`config.mk`:
```
export PLATFORM = sky130hd
export DESIGN_NAME = button_conditioner_flat
export DESIGN_NICKNAME = d
export VERILOG_FILES = /design/src/rtl/button_conditioner_pkg.sv /design/src/rtl/button_conditioner_if.sv /design/src/rtl/btn_channel.sv /design/src/rtl/button_conditioner.sv /design/src/flat_wrapper.sv
export SDC_FILE = /design/constraint.sdc
export NUM_CORES = 1
export LEC_CHECK = 0
export BUFFER_PORTS_ARGS = -buffer_cell sky130_fd_sc_hd__buf_2
export CAP_MARGIN = 25
export CELL_PAD_IN_SITES_DETAIL_PLACEMENT = 0
export CELL_PAD_IN_SITES_GLOBAL_PLACEMENT = 1
export CORE_ASPECT_RATIO = 0.7
export CORE_MARGIN = 2
export CORE_UTILIZATION = 40
export CTS_CLUSTER_DIAMETER = 30
export DETAILED_ROUTE_END_ITERATION = 8
export GPL_ROUTABILITY_DRIVEN = 1
export PLACE_DENSITY = 0.79
export RECOVER_POWER = 25
export SETUP_SLACK_MARGIN = 0.02
export SYNTH_ARGS = -nofsm -noshare
export SYNTH_HDL_FRONTEND = slang
export SYNTH_HIERARCHICAL = 1
export SYNTH_SLANG_ARGS = --single-unit
```
`constraint.sdc`:
```
create_clock -name clk -period 2.1 [get_ports clk]
set_input_delay 0.42 -clock clk [delete_from_list [all_inputs] [get_ports clk]]
set_output_delay 0.42 -clock clk [all_outputs]
set_load 0.01 [all_outputs]
```
`src/rtl/button_conditioner_pkg.sv`:
```
// button_conditioner_pkg: repeat-FSM state type and default parameters shared by input blocks
package button_conditioner_pkg;

    typedef enum logic [1:0] {
        IDLE,
        HOLD,
        REPEAT
    } rep_state_e;

    localparam int DEF_NUM_BTN       = 5;
    localparam int DEF_DB_DEPTH      = 4;
    localparam int DEF_HOLD_CYCLES   = 1000;
    localparam int DEF_REPEAT_CYCLES = 250;
    localparam int DEF_CNT_W         = 16;

endpackage

```
`src/rtl/button_conditioner_if.sv`:
```
// button_conditioner_if: raw pins in, conditioned button events out
interface button_conditioner_if
    import button_conditioner_pkg::*;
#(
    parameter int NUM_BTN = DEF_NUM_BTN
);

    logic [NUM_BTN-1:0] btn_raw;
    logic [NUM_BTN-1:0] btn_level;
    logic [NUM_BTN-1:0] btn_press;
    logic [NUM_BTN-1:0] btn_release;
    logic [NUM_BTN-1:0] btn_repeat;

    modport master (
        output btn_raw,
        input  btn_level,
        input  btn_press,
        input  btn_release,
        input  btn_repeat
    );

    modport slave (
        input  btn_raw,
        output btn_level,
        output btn_press,
        output btn_release,
        output btn_repeat
    );

endinterface

```
`src/rtl/btn_channel.sv`:
```
// btn_channel: synchronizer, shift-register debouncer, edge pulses and hold-to-repeat for one button
module btn_channel
    import button_conditioner_pkg::*;
#(
    parameter int DB_DEPTH      = DEF_DB_DEPTH,
    parameter int HOLD_CYCLES   = DEF_HOLD_CYCLES,
    parameter int REPEAT_CYCLES = DEF_REPEAT_CYCLES,
    parameter int CNT_W         = DEF_CNT_W
) (
    input  logic clk,
    input  logic rst,
    input  logic raw_i,
    output logic level_o,
    output logic press_o,
    output logic release_o,
    output logic repeat_o
);

    logic                s1_q, s2_q;
    logic [DB_DEPTH-1:0] sh_q, sh_d;
    logic                level_q, level_d;
    logic                press_q, press_d;
    logic                release_q, release_d;
    logic                repeat_q, repeat_d;
    rep_state_e          state_q, state_d;
    logic [CNT_W-1:0]    cnt_q, cnt_d;

    always_comb begin
        sh_d      = {sh_q[DB_DEPTH-2:0], s2_q};
        level_d   = (&sh_q) ? 1'b1 : (~|sh_q) ? 1'b0 : level_q;
        press_d   = level_d & ~level_q;
        release_d = ~level_d & level_q;
        state_d   = state_q;
        cnt_d     = cnt_q;
        repeat_d  = 1'b0;
        // release wins over a repeat falling due on the same edge
        if (release_d) begin
            state_d = IDLE;
            cnt_d   = '0;
        end else begin
            case (state_q)
                IDLE: begin
                    if (press_d) begin
                        state_d = HOLD;
                        cnt_d   = '0;
                    end
                end
                HOLD: begin
                    if (cnt_q == CNT_W'(HOLD_CYCLES - 1)) begin
                        state_d  = REPEAT;
                        cnt_d    = '0;
                        repeat_d = 1'b1;
                    end else begin
                        cnt_d = cnt_q + 1'b1;
                    end
                end
                REPEAT: begin
                    repeat_d = (cnt_q == CNT_W'(REPEAT_CYCLES - 1));
                    cnt_d    = repeat_d ? '0 : cnt_q + 1'b1;
                end
                default: begin
                    state_d = IDLE;
                    cnt_d   = '0;
                end
            endcase
        end
    end

    always_ff @(posedge clk) begin
        if (rst) begin
            s1_q      <= 1'b0;
            s2_q      <= 1'b0;
            sh_q      <= '0;
            level_q   <= 1'b0;
            press_q   <= 1'b0;
            release_q <= 1'b0;
            repeat_q  <= 1'b0;
            state_q   <= IDLE;
            cnt_q     <= '0;
        end else begin
            s1_q      <= raw_i;
            s2_q      <= s1_q;
            sh_q      <= sh_d;
            level_q   <= level_d;
            press_q   <= press_d;
            release_q <= release_d;
            repeat_q  <= repeat_d;
            state_q   <= state_d;
            cnt_q     <= cnt_d;
        end
    end

    assign level_o   = level_q;
    assign press_o   = press_q;
    assign release_o = release_q;
    assign repeat_o  = repeat_q;

endmodule

```
`src/rtl/button_conditioner.sv`:
```
// button_conditioner: NUM_BTN independent button channels behind one interface
module button_conditioner
    import button_conditioner_pkg::*;
#(
    parameter int NUM_BTN       = DEF_NUM_BTN,
    parameter int DB_DEPTH      = DEF_DB_DEPTH,
    parameter int HOLD_CYCLES   = DEF_HOLD_CYCLES,
    parameter int REPEAT_CYCLES = DEF_REPEAT_CYCLES,
    parameter int CNT_W         = DEF_CNT_W
) (
    input logic                 clk,
    input logic                 rst,
    button_conditioner_if.slave bus
);

    logic [NUM_BTN-1:0] level, press, release_p, repeat_p;

    for (genvar i = 0; i < NUM_BTN; i++) begin : g_ch
        btn_channel #(
            .DB_DEPTH     (DB_DEPTH),
            .HOLD_CYCLES  (HOLD_CYCLES),
            .REPEAT_CYCLES(REPEAT_CYCLES),
            .CNT_W        (CNT_W)
        ) u_ch (
            .clk      (clk),
            .rst      (rst),
            .raw_i    (bus.btn_raw[i]),
            .level_o  (level[i]),
            .press_o  (press[i]),
            .release_o(release_p[i]),
            .repeat_o (repeat_p[i])
        );
    end

    assign bus.btn_level   = level;
    assign bus.btn_press   = press;
    assign bus.btn_release = release_p;
    assign bus.btn_repeat  = repeat_p;

endmodule

```
`src/flat_wrapper.sv`:
```
// flat-port wrapper written by rule: the top's interface ports become plain ports
module button_conditioner_flat import button_conditioner_pkg::*;
#(
    parameter int NUM_BTN       = DEF_NUM_BTN,
    parameter int DB_DEPTH      = DEF_DB_DEPTH,
    parameter int HOLD_CYCLES   = DEF_HOLD_CYCLES,
    parameter int REPEAT_CYCLES = DEF_REPEAT_CYCLES,
    parameter int CNT_W         = DEF_CNT_W
)
  (clk, rst, bus_btn_raw, bus_btn_level, bus_btn_press, bus_btn_release, bus_btn_repeat);
  button_conditioner_if #(.NUM_BTN(NUM_BTN)) bus_i ();
  input logic clk;
  input logic rst;
  input wire logic [$bits(bus_i.btn_raw)-1:0] bus_btn_raw;
  output wire logic [$bits(bus_i.btn_level)-1:0] bus_btn_level;
  output wire logic [$bits(bus_i.btn_press)-1:0] bus_btn_press;
  output wire logic [$bits(bus_i.btn_release)-1:0] bus_btn_release;
  output wire logic [$bits(bus_i.btn_repeat)-1:0] bus_btn_repeat;
  assign bus_i.btn_raw = bus_btn_raw;
  assign bus_btn_level = bus_i.btn_level;
  assign bus_btn_press = bus_i.btn_press;
  assign bus_btn_release = bus_i.btn_release;
  assign bus_btn_repeat = bus_i.btn_repeat;
  button_conditioner #(.NUM_BTN(NUM_BTN), .DB_DEPTH(DB_DEPTH), .HOLD_CYCLES(HOLD_CYCLES), .REPEAT_CYCLES(REPEAT_CYCLES), .CNT_W(CNT_W)) u_core (.clk(clk), .rst(rst), .bus(bus_i));
endmodule
```
==> impl_results.md, run 1 <==
* Outcome: complete, but fails checks
* Failing checks: setup timing
* Avg WL per Cell at 13.2 um
* Delay-heaviest family, CP: simple AND/OR/NAND/NOR gates
* Vias per inst at 5.11
* Clock buffer depth at 2
* Crit-path max FO at 8
* Yosys warns at 6
* Row count at 40
* Post-Synth XOR/XNOR Area at 7.84%
* Clk slew on worst S/H paths at 0.06 ns
* Hold_ws at 0.216 ns
* Reg2Reg Setup Slack at -0.07 ns
* H-tree levels at 4
* Fillers at 1,604
* Slew HR at 43.3%
* Worst slew pin tran at 0.851 ns
* HP Class: input pin to register
* Remaining antenna violation count at 0
* CTS tree: built
* Total grt overflow at 0
* Initial Util at 40.9%
* Core area at 0.0172 mm^2
* Worst Skew at 0.00838 ns
* Crit path time final at 2.17 ns
* Worst path slowest cell: or4_4
* CP endpoint kind: register
* CTS Sinks at 140
* Buf/Inv on CP at 1
* Final Max Tran Viols at 0
* Area growth, synth to finish at 16.9%
* Hold_buf cts at 0
* Worst slack, placed at -0.0902 ns
* First-pass GRT wire length at 23,800 um
* Cell repeated most along the worst path: or4_4
* Req. time, crit path at 2.40 ns
* Worst vdd ir at 0.461 mV
* # nets final at 840
* Synth async-reset ratio at 0%
* RSZ-0062 raised after global routing: true
* # setup viols final at 15
* Leakage at 2.94 nW
* Starting DRC count in detailed routing at 317
* Register Area at 0.00281 mm^2
* Critical path launch point type: register
* CP arrival at 2.48 ns
* DR pass1 iterations at 5
* Clock Latency Late Sink at 0.42 ns
* CP cell instances: or4_4 -> or4_4 -> and3_4 -> o31ai_4 -> buf_6 -> a211oi_2
* DRC at 0
* Num CTS Buffers at 17
* Main combinational cell family by area after synthesis: simple AND/OR/NAND/NOR gates
* Max-cap check violation count at 0
* Mapped Nets at 783
* Post-Synth Adder-Cell Area at 5.16%
* PD cells at 699 mW/mm^2
* Final Hold Vio Count at 0
* Post-synth EDFFs at 0
* Final worst setup slack at -0.0716 ns
* Largest net degree at the start of global routing at 24
* Synth Area in Compound Gates at 8.30%
* Initial antenna violation count at 0
* Final setup TNS at -0.816 ns
* Mean Syn Cell Area at 9.42 um^2
* HP Start: bus_btn_raw[0]
* Multi-input logic area at 0.00404 mm^2
* Root Driver: clkbuf_16
* GPL Wtd Cong at 0.773
* R2r worst-path depth at 6
* Max Freq at 460 MHz
* Vias at 5,358
* Hold EP: u_core/g_ch[0].u_ch/s1_q
* Total track usage at 15.7%
* Die area at 0.0187 mm^2
* Simple-Gate Fraction of Synth Area at 34.3%
* Cells after Synth at 747
* Ports at 27
* Routed Wire Length at 13,900 um
* Vias in the first global route at 4,779
* Worst hold path depth at 2
* Die height at 115 um
* Detailed Place HPWL at 9610 um
* Top_reg_cell synth: dfxtp_1
* Share of layout cells above drive strength 1 at 22.8%
* Worst R2R End: u_core/g_ch[0].u_ch/cnt_q[1]
* Crit-path max cell delay at 0.53 ns
* Fin crit share at 103%
* Post-synthesis mux area share at 0.569%
* Synth Cell Area at 0.00704 mm^2
* Tot Pwr at 0.00575 W
* Die width at 163 um
* Ant. Diodes at 0
* Register area share after synthesis at 39.8%
* # port buffers at 26
* Fin util at 47.8%
* RR Startpoint: u_core/g_ch[0].u_ch/cnt_q[11]
* Post-synth cell types at 68
* Yosys reg bits at 140
* Crit path kind: register to register
-- routing by layer --
metal / vias up / routed length (um) / track usage, %
met5: - / 0 / 0
met3: 11 / 474 / 4.26
met4: 0 / 134 / 5.13
met2: 67 / 5360 / 20.6
met1: 2511 / 7880 / 24.4
li1: 2769 / - / -
-- power breakdown --
group	switching [W]	total (W)	leakage, nW	internal (W)
Clock	0.00117	0.00285	0.264	0.00169
Combinational	0.000137	0.000212	1.54	0.0000753
Sequential	0.0000101	0.00269	1.13	0.00267
-- flip-flops by register name, indices dropped and copies added, names as in the netlist --
name and count:
u_core/g_ch.u_ch/level_o 5, u_core/g_ch.u_ch/release_o 5, u_core/g_ch.u_ch/s2_q 5, u_core/g_ch.u_ch/state_q 10, u_core/g_ch.u_ch/repeat_o 5, u_core/g_ch.u_ch/sh_q 20
u_core/g_ch.u_ch/cnt_q 80, u_core/g_ch.u_ch/s1_q 5, u_core/g_ch.u_ch/press_o 5
-- cell type report --
cell class / count / area share [%]
Clock buffer: 19 / 5.50
Inverter: 23 / 1.05
Multi-Input combinational cell: 557 / 49.1
Sequential cell: 140 / 34.1
Timing Repair Buffer: 65 / 5.34
Clock inverter: 13 / 1.41
Tap cell: 231 / 3.51
-- repair_timing --
item | in CTS | in global routing
gates resized for setup | 4 | 24
cloned | 1 | 0
setup endpoints to repair | 15 | 30
setup buffers | 4 | 1
pin swaps | 2 | 9
-- placed cells by master, fill, tap and decap left out, drive strengths merged, types with 14 or more instances in the layout --
| cell | count |
|---|---|
| nand4 | 26 |
| xor2 | 22 |
| ha | 29 |
| dfxtp | 140 |
| nor2 | 99 |
| nor4 | 28 |
| nand3 | 28 |
| buf | 60 |
| nor3 | 37 |
| nor3b | 14 |
| xnor2 | 41 |
| clkbuf | 24 |
| and3 | 16 |
| nor2b | 29 |
| and4 | 15 |
| inv | 25 |
| nand2 | 60 |
-- stage by stage --
step                      area [um^2]  std cells
after floorplan                  7040        747
after detailed placement         7560       1012
final                            8230       1048
after CTS                        8190       1049
after global placement           7560       1012
after global routing             8230       1048
-- worst max-delay path by stage --
stage / depth (start not counted) / start / endpoint / slack, ns
6_report: 6 / u_core/g_ch[0].u_ch/cnt_q[11] / u_core/g_ch[0].u_ch/cnt_q[1] / -0.07
2_1_floorplan: 6 / u_core/g_ch[0].u_ch/cnt_q[11] / u_core/g_ch[0].u_ch/cnt_q[11] / -0.06
5_1_grt: 8 / u_core/g_ch[0].u_ch/cnt_q[1] / u_core/g_ch[0].u_ch/cnt_q[1] / -0.12
3_3_place_gp: 6 / u_core/g_ch[0].u_ch/cnt_q[11] / u_core/g_ch[0].u_ch/cnt_q[1] / -0.06
4_1_cts: 7 / u_core/g_ch[0].u_ch/cnt_q[13] / u_core/g_ch[0].u_ch/cnt_q[1] / -0.06
3_5_place_dp: 6 / u_core/g_ch[0].u_ch/cnt_q[11] / u_core/g_ch[0].u_ch/cnt_q[1] / -0.09
-- cell families after synthesis --
group / after synthesis
and+or+nand+nor: 396
buffers and inverters: 50
adders and majority gates: 29
DFF: 140
AOI/OAI and AO/OA: 65
xor gates and xnor gates: 63
muxes: 4
-- cell usage after synthesis, types with 22 or more instances --
cell     count  area [um^2]
xnor2_1     41          359
nor2b_1     29          181
nand2_1     60          225
dfxtp_1    140         2800
inv_1       23         86.3
nor2_1      72          270
nand3_1     23          115
nor3_1      33          165
nor2_2      27          169
nand4_1     24          150
xor2_1      22          193
nor4_1      22          138
ha_1        29          363
Note: power is estimated with default switching activity, not from simulation.
==> run 2, diff against run 1 <==
--- a/config.mk
+++ b/config.mk
@@ -11,11 +11,11 @@
 export CELL_PAD_IN_SITES_GLOBAL_PLACEMENT = 1
 export CORE_ASPECT_RATIO = 0.7
 export CORE_MARGIN = 2
-export CORE_UTILIZATION = 40
+export CORE_UTILIZATION = 44
 export CTS_CLUSTER_DIAMETER = 30
 export DETAILED_ROUTE_END_ITERATION = 8
 export GPL_ROUTABILITY_DRIVEN = 1
-export PLACE_DENSITY = 0.79
+export PLACE_DENSITY = 0.85
 export RECOVER_POWER = 25
 export SETUP_SLACK_MARGIN = 0.02
 export SYNTH_ARGS = -nofsm -noshare
==> impl_results.md, run 2 (same netlist as run 1, synthesis figures left out) <==
* Outcome: complete, but fails checks
* Failing checks: setup timing
* Crit path time final at 2.16 ns (-0.00687 ns)
* Leakage at 2.97 nW (+1.1%)
* Vias in the first global route at 5,076 (+6.2%)
* Register with the most flip-flops: u_core/g_ch.u_ch/cnt_q
* Initial Util at 45.3% (+4.4 points)
* Die area at 0.0170 mm^2 (-8.8%)
* Starting DRC count in detailed routing at 278 (-12%)
* Num CTS Buffers at 17 (unchanged)
* Root Driver: clkbuf_16
* RR Startpoint: u_core/g_ch[0].u_ch/cnt_q[11]
* Most frequent cells in the layout: dfxtp_1 (136), nor2_1 (71), nand2_1 (60)
* Routed Wire Length at 14,100 um (+2.2%)
* Fin crit share at 103% (-0.33 points)
* DRC at 0 (unchanged)
* # nets final at 834 (-0.71%)
* Clk slew on worst S/H paths at 0.06 ns (about the same)
* Avg WL per Cell at 14.0 um (+5.9%)
* Total grt overflow at 0 (unchanged)
* Multi-input logic area at 0.00400 mm^2 (-0.99%)
* Critical path launch point type: register
* Vias at 5,427 (+1.3%)
* Total track usage at 17.7% (+2.0 points)
* Row count at 38 (-5.0%)
* # port buffers at 26 (unchanged)
* Worst Skew at 0.00442 ns (-0.00396 ns)
* CP arrival at 2.48 ns (about the same)
* GPL Wtd Cong at 0.825 (+6.7%)
* Remaining antenna violation count at 0 (unchanged)
* Final Max Tran Viols at 0 (unchanged)
* Ports at 27 (unchanged)
* Share of layout cells above drive strength 1 at 21.2% (-1.6 points)
* Register Area at 0.00281 mm^2 (unchanged)
* Worst vdd ir at 0.493 mV (+7.0%)
* Die width at 155 um (-4.5%)
* HP Start: bus_btn_raw[0]
* Core area at 0.0155 mm^2 (-9.7%)
* Clock Latency Late Sink at 0.43 ns (about the same)
* Clock buffer depth at 2 (unchanged)
* CP endpoint kind: register
* Ant. Diodes at 0 (unchanged)
* PD cells at 764 mW/mm^2 (+9.2%)
* Largest net degree at the start of global routing at 24 (unchanged)
* CTS tree: built
* Hold_buf cts at 0 (unchanged)
* Crit-path max FO at 8 (unchanged)
* Final Hold Vio Count at 0 (unchanged)
* Commonest non-fill, non-tap cell in the layout: dfxtp_1
* Final worst setup slack at -0.0648 ns (+0.00687 ns)
* Detailed Place HPWL at 9790 um (+1.9%)
* RSZ-0062 raised after global routing: true
* Vias per inst at 5.37 (+5.0%)
* First-pass GRT wire length at 24,300 um (+2.2%)
* DR pass1 iterations at 5 (unchanged)
* CTS Sinks at 140 (unchanged)
* # setup viols final at 15 (unchanged)
* Die height at 110 um (-4.5%)
* Max Freq at 462 MHz (+0.32%)
* Fillers at 1,379 (-14%)
* Crit path kind: register to register
* HP Class: input pin to register
* Max-cap check violation count at 0 (unchanged)
* Initial antenna violation count at 0 (unchanged)
* Final setup TNS at -0.722 ns (+0.0940 ns)
* Fin util at 52.7% (+4.9 points)
* Area growth, synth to finish at 16.5%
* Worst slew pin tran at 0.932 ns (+0.0814 ns)
* H-tree levels at 4 (unchanged)
* Max FFs per register at 80 (unchanged)
* Req. time, crit path at 2.42 ns (+0.02 ns)
* CP Launch Point: u_core/g_ch[0].u_ch/cnt_q[11]
* Biggest regs: u_core/g_ch.u_ch/cnt_q: 80 flops, u_core/g_ch.u_ch/sh_q: 20 flops, u_core/g_ch.u_ch/state_q: 10 flops
* Slew HR at 37.8% (-5.4 points)
-- run 2: layer usage --
layer | vias to the layer above | wire [um] | track usage [%]
li1 | 2745 | - | -
met1 | 2558 | 7280 | 24.8
met2 | 109 | 6070 | 26.2
met3 | 15 | 586 | 4.26
met4 | 0 | 211 | 7.28
met5 | - | 0 | 0
-- run 2: critical path, cell delays in order (launching register included) --
cell and delay [ns]:
dfxtp_2 0.32, or4_4 0.54, or4_4 0.53, and3_4 0.20, o31ai_4 0.24, buf_6 0.18
nor2_1 0.06
-- run 2: final timing paths --
path | to | slack [ns] | cells after the start
setup reg to reg | u_core/g_ch[0].u_ch/cnt_q[13] | -0.06 | 6
setup / recovery | u_core/g_ch[0].u_ch/cnt_q[13] | -0.06 | 6
hold / removal | u_core/g_ch[0].u_ch/s1_q | 0.20 | 2
hold reg to reg | u_core/g_ch[2].u_ch/sh_q[0] | 0.44 | 1
-- run 2: final cells by class --
cell class              instances  area share [%]
clock inverters                15            2.85
inverters                      23            1.05
multi-input cells             557            48.7
well taps                     200            3.05
flip-flops and latches        140            34.2
clock buffers                  17            5.19
repair buffers                 59            4.85
-- run 2: repair_timing --
action / CTS / global route
cloned: 0 / 0
gates resized for setup: 4 / 11
hold endpoints to repair: 0 / 0
pin swaps: 2 / 2
setup endpoints to repair: 15 / 30
buffers inserted: 2 / 2
-- run 2: through the flow --
stage / hold WS, ns / total power (W) / worst slack [ns] / cells / cell area, um^2
finish: 0.199 / 0.00626 / -0.0648 / 1011 / 8200
CTS: 0.180 / 0.00634 / -0.0599 / 1009 / 8140
detailed placement: 0.423 / 0.00295 / -0.125 / 975 / 7450
floorplan: 0.414 / 0.00292 / -0.0593 / 747 / 7040
global route: 0.180 / 0.00648 / -0.129 / 1011 / 8200
global placement: 0.417 / 0.00294 / -0.0681 / 975 / 7450
-- run 2: power by group --
part,total (W),switching (W),internal (W)
logic,0.000207,0.000132,0.0000747
clock network,0.00337,0.00124,0.00213
registers,0.00268,0.00000976,0.00267
total,0.00626,0.00138,0.00488
==> run 3, diff against run 2 <==
--- a/config.mk
+++ b/config.mk
@@ -11,11 +11,11 @@
 export CELL_PAD_IN_SITES_GLOBAL_PLACEMENT = 1
 export CORE_ASPECT_RATIO = 0.7
 export CORE_MARGIN = 2
-export CORE_UTILIZATION = 44
+export CORE_UTILIZATION = 52
 export CTS_CLUSTER_DIAMETER = 30
 export DETAILED_ROUTE_END_ITERATION = 8
 export GPL_ROUTABILITY_DRIVEN = 1
-export PLACE_DENSITY = 0.85
+export PLACE_DENSITY = 0.94
 export RECOVER_POWER = 25
 export SETUP_SLACK_MARGIN = 0.02
 export SYNTH_ARGS = -nofsm -noshare
==> constraint.sdc (replaced) <==
create_clock -name clk -period 2.6 [get_ports clk]
set_input_delay 0.52 -clock clk [delete_from_list [all_inputs] [get_ports clk]]
set_output_delay 0.52 -clock clk [all_outputs]
set_load 0.01 [all_outputs]
==> impl_results.md, run 3 (same netlist as run 1, synthesis figures left out) <==
* Final Max Tran Viols at 0 (unchanged)
* CP endpoint kind: register
* Register Area at 0.00280 mm^2 (-0.18%)
* Tot Pwr at 0.00469 W (-25%)
* Net Sw Frac at 22.0% (+0.036 points)
* Initial Util at 53.4% (+8.1 points)
* Register with the most flip-flops: u_core/g_ch.u_ch/cnt_q
* Row count at 35 (-7.9%)
* # port buffers at 26 (unchanged)
* PD cells at 598 mW/mm^2 (-22%)
* Detailed Place HPWL at 9520 um (-2.7%)
* Vias per inst at 5.52 (+2.9%)
* Fin util at 59.5% (+6.7 points)
* Num CTS Buffers at 17 (unchanged)
* Max-cap check violation count at 0 (unchanged)
* DRC at 0 (unchanged)
* Biggest regs: u_core/g_ch.u_ch/cnt_q: 80 flops, u_core/g_ch.u_ch/sh_q: 20 flops, u_core/g_ch.u_ch/state_q: 10 flops
* # setup viols final at 0 (-15)
* Clock buffer depth at 2 (unchanged)
* # nets final at 810 (-2.9%)
* Total track usage at 20.5% (+2.8 points)
* Area growth, synth to finish at 11.4%
* Clk slew on worst S/H paths at 0.06 ns (about the same)
* Initial antenna violation count at 0 (unchanged)
* Final setup TNS at 0 ns (+0.722 ns)
* Starting DRC count in detailed routing at 353 (+27%)
* # resized after CTS at 0 (-4)
* Total grt overflow at 0 (unchanged)
* Crit-path max cell delay at 0.50 ns (-0.04 ns)
* Worst Skew at 0.0114 ns (+0.00699 ns)
* Avg WL per Cell at 14.4 um (+2.9%)
* Crit-path max FO at 15 (+7)
* Hold_buf cts at 0 (unchanged)
* Reg2Reg Setup Slack at 0.30 ns (+0.37 ns)
* Worst vdd ir at 0.349 mV (-29%)
* Clock Latency Late Sink at 0.42 ns (about the same)
* Core area at 0.0132 mm^2 (-15%)
* Worst slew pin tran at 0.752 ns (-0.181 ns)
* Clock power frac at 50.4% (-3.4 points)
* Ant. Diodes at 0 (unchanged)
* Critical path launch point type: register
* Die height at 101 um (-7.7%)
* Routed Wire Length at 14,000 um (-1.1%)
* Multi-input logic area at 0.00395 mm^2 (-1.2%)
* Crit path time final at 2.30 ns (+0.134 ns)
* HP Class: input pin to register
* Fillers at 1,113 (-19%)
* Root Driver: clkbuf_16
* Most frequent cells in the layout: dfxtp_1 (140), nor2_1 (72), nand2_1 (60)
* Vias in the first global route at 5,012 (-1.3%)
* Setup Buffers After CTS at 0 (-2)
* Fin crit share at 88.4% (-15 points)
* Worst path slowest cell: or4_4
* Pint at 0.00365 W (-25%)
* Outcome: finished, final reports clean
* GPL Wtd Cong at 0.831 (+0.65%)
* Slew HR at 49.9% (+12 points)
* Largest net degree at the start of global routing at 24 (unchanged)
* Max FFs per register at 80 (unchanged)
* Leakage at 2.79 nW (-6.0%)
* RSZ-0062 raised after global routing: false
* DR pass1 iterations at 4 (-1)
* Remaining antenna violation count at 0 (unchanged)
* Inst Count DP at 940 (-3.6%)
* Seq pwr share at 46.3% (+3.4 points)
* Vias at 5,370 (-1.1%)
* Share of layout cells above drive strength 1 at 17.0% (-4.2 points)
* Die width at 143 um (-7.8%)
* CTS Sinks at 140 (unchanged)
* Req. time, crit path at 2.88 ns (+0.46 ns)
* Psw at 0.00103 W (-25%)
* Delay-heaviest family, CP: simple AND/OR/NAND/NOR gates
* Fin cells at 972 (-3.9%)
* Combinational fraction of design power at 3.4% (about the same)
* Crit path kind: register to register
* Max Freq at 435 MHz (-5.8%)
* Final Hold Vio Count at 0 (unchanged)
* CTS tree: built
* First-pass GRT wire length at 24,000 um (-1.1%)
* Die area at 0.0145 mm^2 (-15%)
* Commonest non-fill, non-tap cell in the layout: dfxtp_1
* Hold_ws at 0.317 ns (+0.117 ns)
* CP cell instances: ha_1 -> or4b_1 -> or4_4 -> and3_4 -> o31ai_4 -> buf_4 -> a211oi_1
* H-tree levels at 4 (unchanged)
* CP arrival at 2.58 ns (+0.10 ns)
* Buf/Inv on CP at 1 (unchanged)
* Ports at 27 (unchanged)
[run 3: cell count changes in the layout (fill, tap and decap cells not counted), moves of 4 or more]
cell       previous run  this run
buf_4                26         6
bufinv_16             5         1
clkbuf_8              0         5
dfxtp_1             136       140
dfxtp_2               4         0
inv_6                 5         1
[run 3: worst paths after layout]
path,start,end,cells after the start
min,bus_btn_raw[1],u_core/g_ch[1].u_ch/s1_q,2
max,u_core/g_ch[0].u_ch/cnt_q[0],u_core/g_ch[0].u_ch/cnt_q[1],7
max reg2reg,u_core/g_ch[0].u_ch/cnt_q[0],u_core/g_ch[0].u_ch/cnt_q[1],7
min reg2reg,u_core/g_ch[1].u_ch/s1_q,u_core/g_ch[1].u_ch/s2_q,1
[run 3: cell type report]
cell class	instances	share of cell area, %
multi-input combinational	557	50.4
sequential	140	35.8
clock buffer	23	6.35
tap	185	2.95
timing repair buffer	35	2.36
inverter	23	1.10
clock inverter	9	1.09
[run 3: routing by layer]
| metal | global-route usage (%) | share of wire [%] |
|---|---|---|
| met1 | 28.5 | 50 |
| met2 | 31.6 | 45 |
| met3 | 4.59 | 4.2 |
| met4 | 6.93 | 0.97 |
| met5 | 0 | 0 |
[run 3: power by group through the flow]
stage                     registers [W]  clock network (W)  logic (W)
final                           0.00217            0.00236   0.000159
after global routing            0.00217            0.00250   0.000175
after CTS                       0.00217            0.00241   0.000161
after detailed placement        0.00222                  0   0.000159
after global placement          0.00222                  0   0.000154
after floorplan                 0.00221                  0   0.000145
[run 3: through the flow]
stage,cell area [um^2],worst slack [ns]
floorplan,7040,0.418
global placement,7270,0.352
detailed placement,7270,0.333
CTS,7850,0.302
global route,7840,0.235
finish,7840,0.302
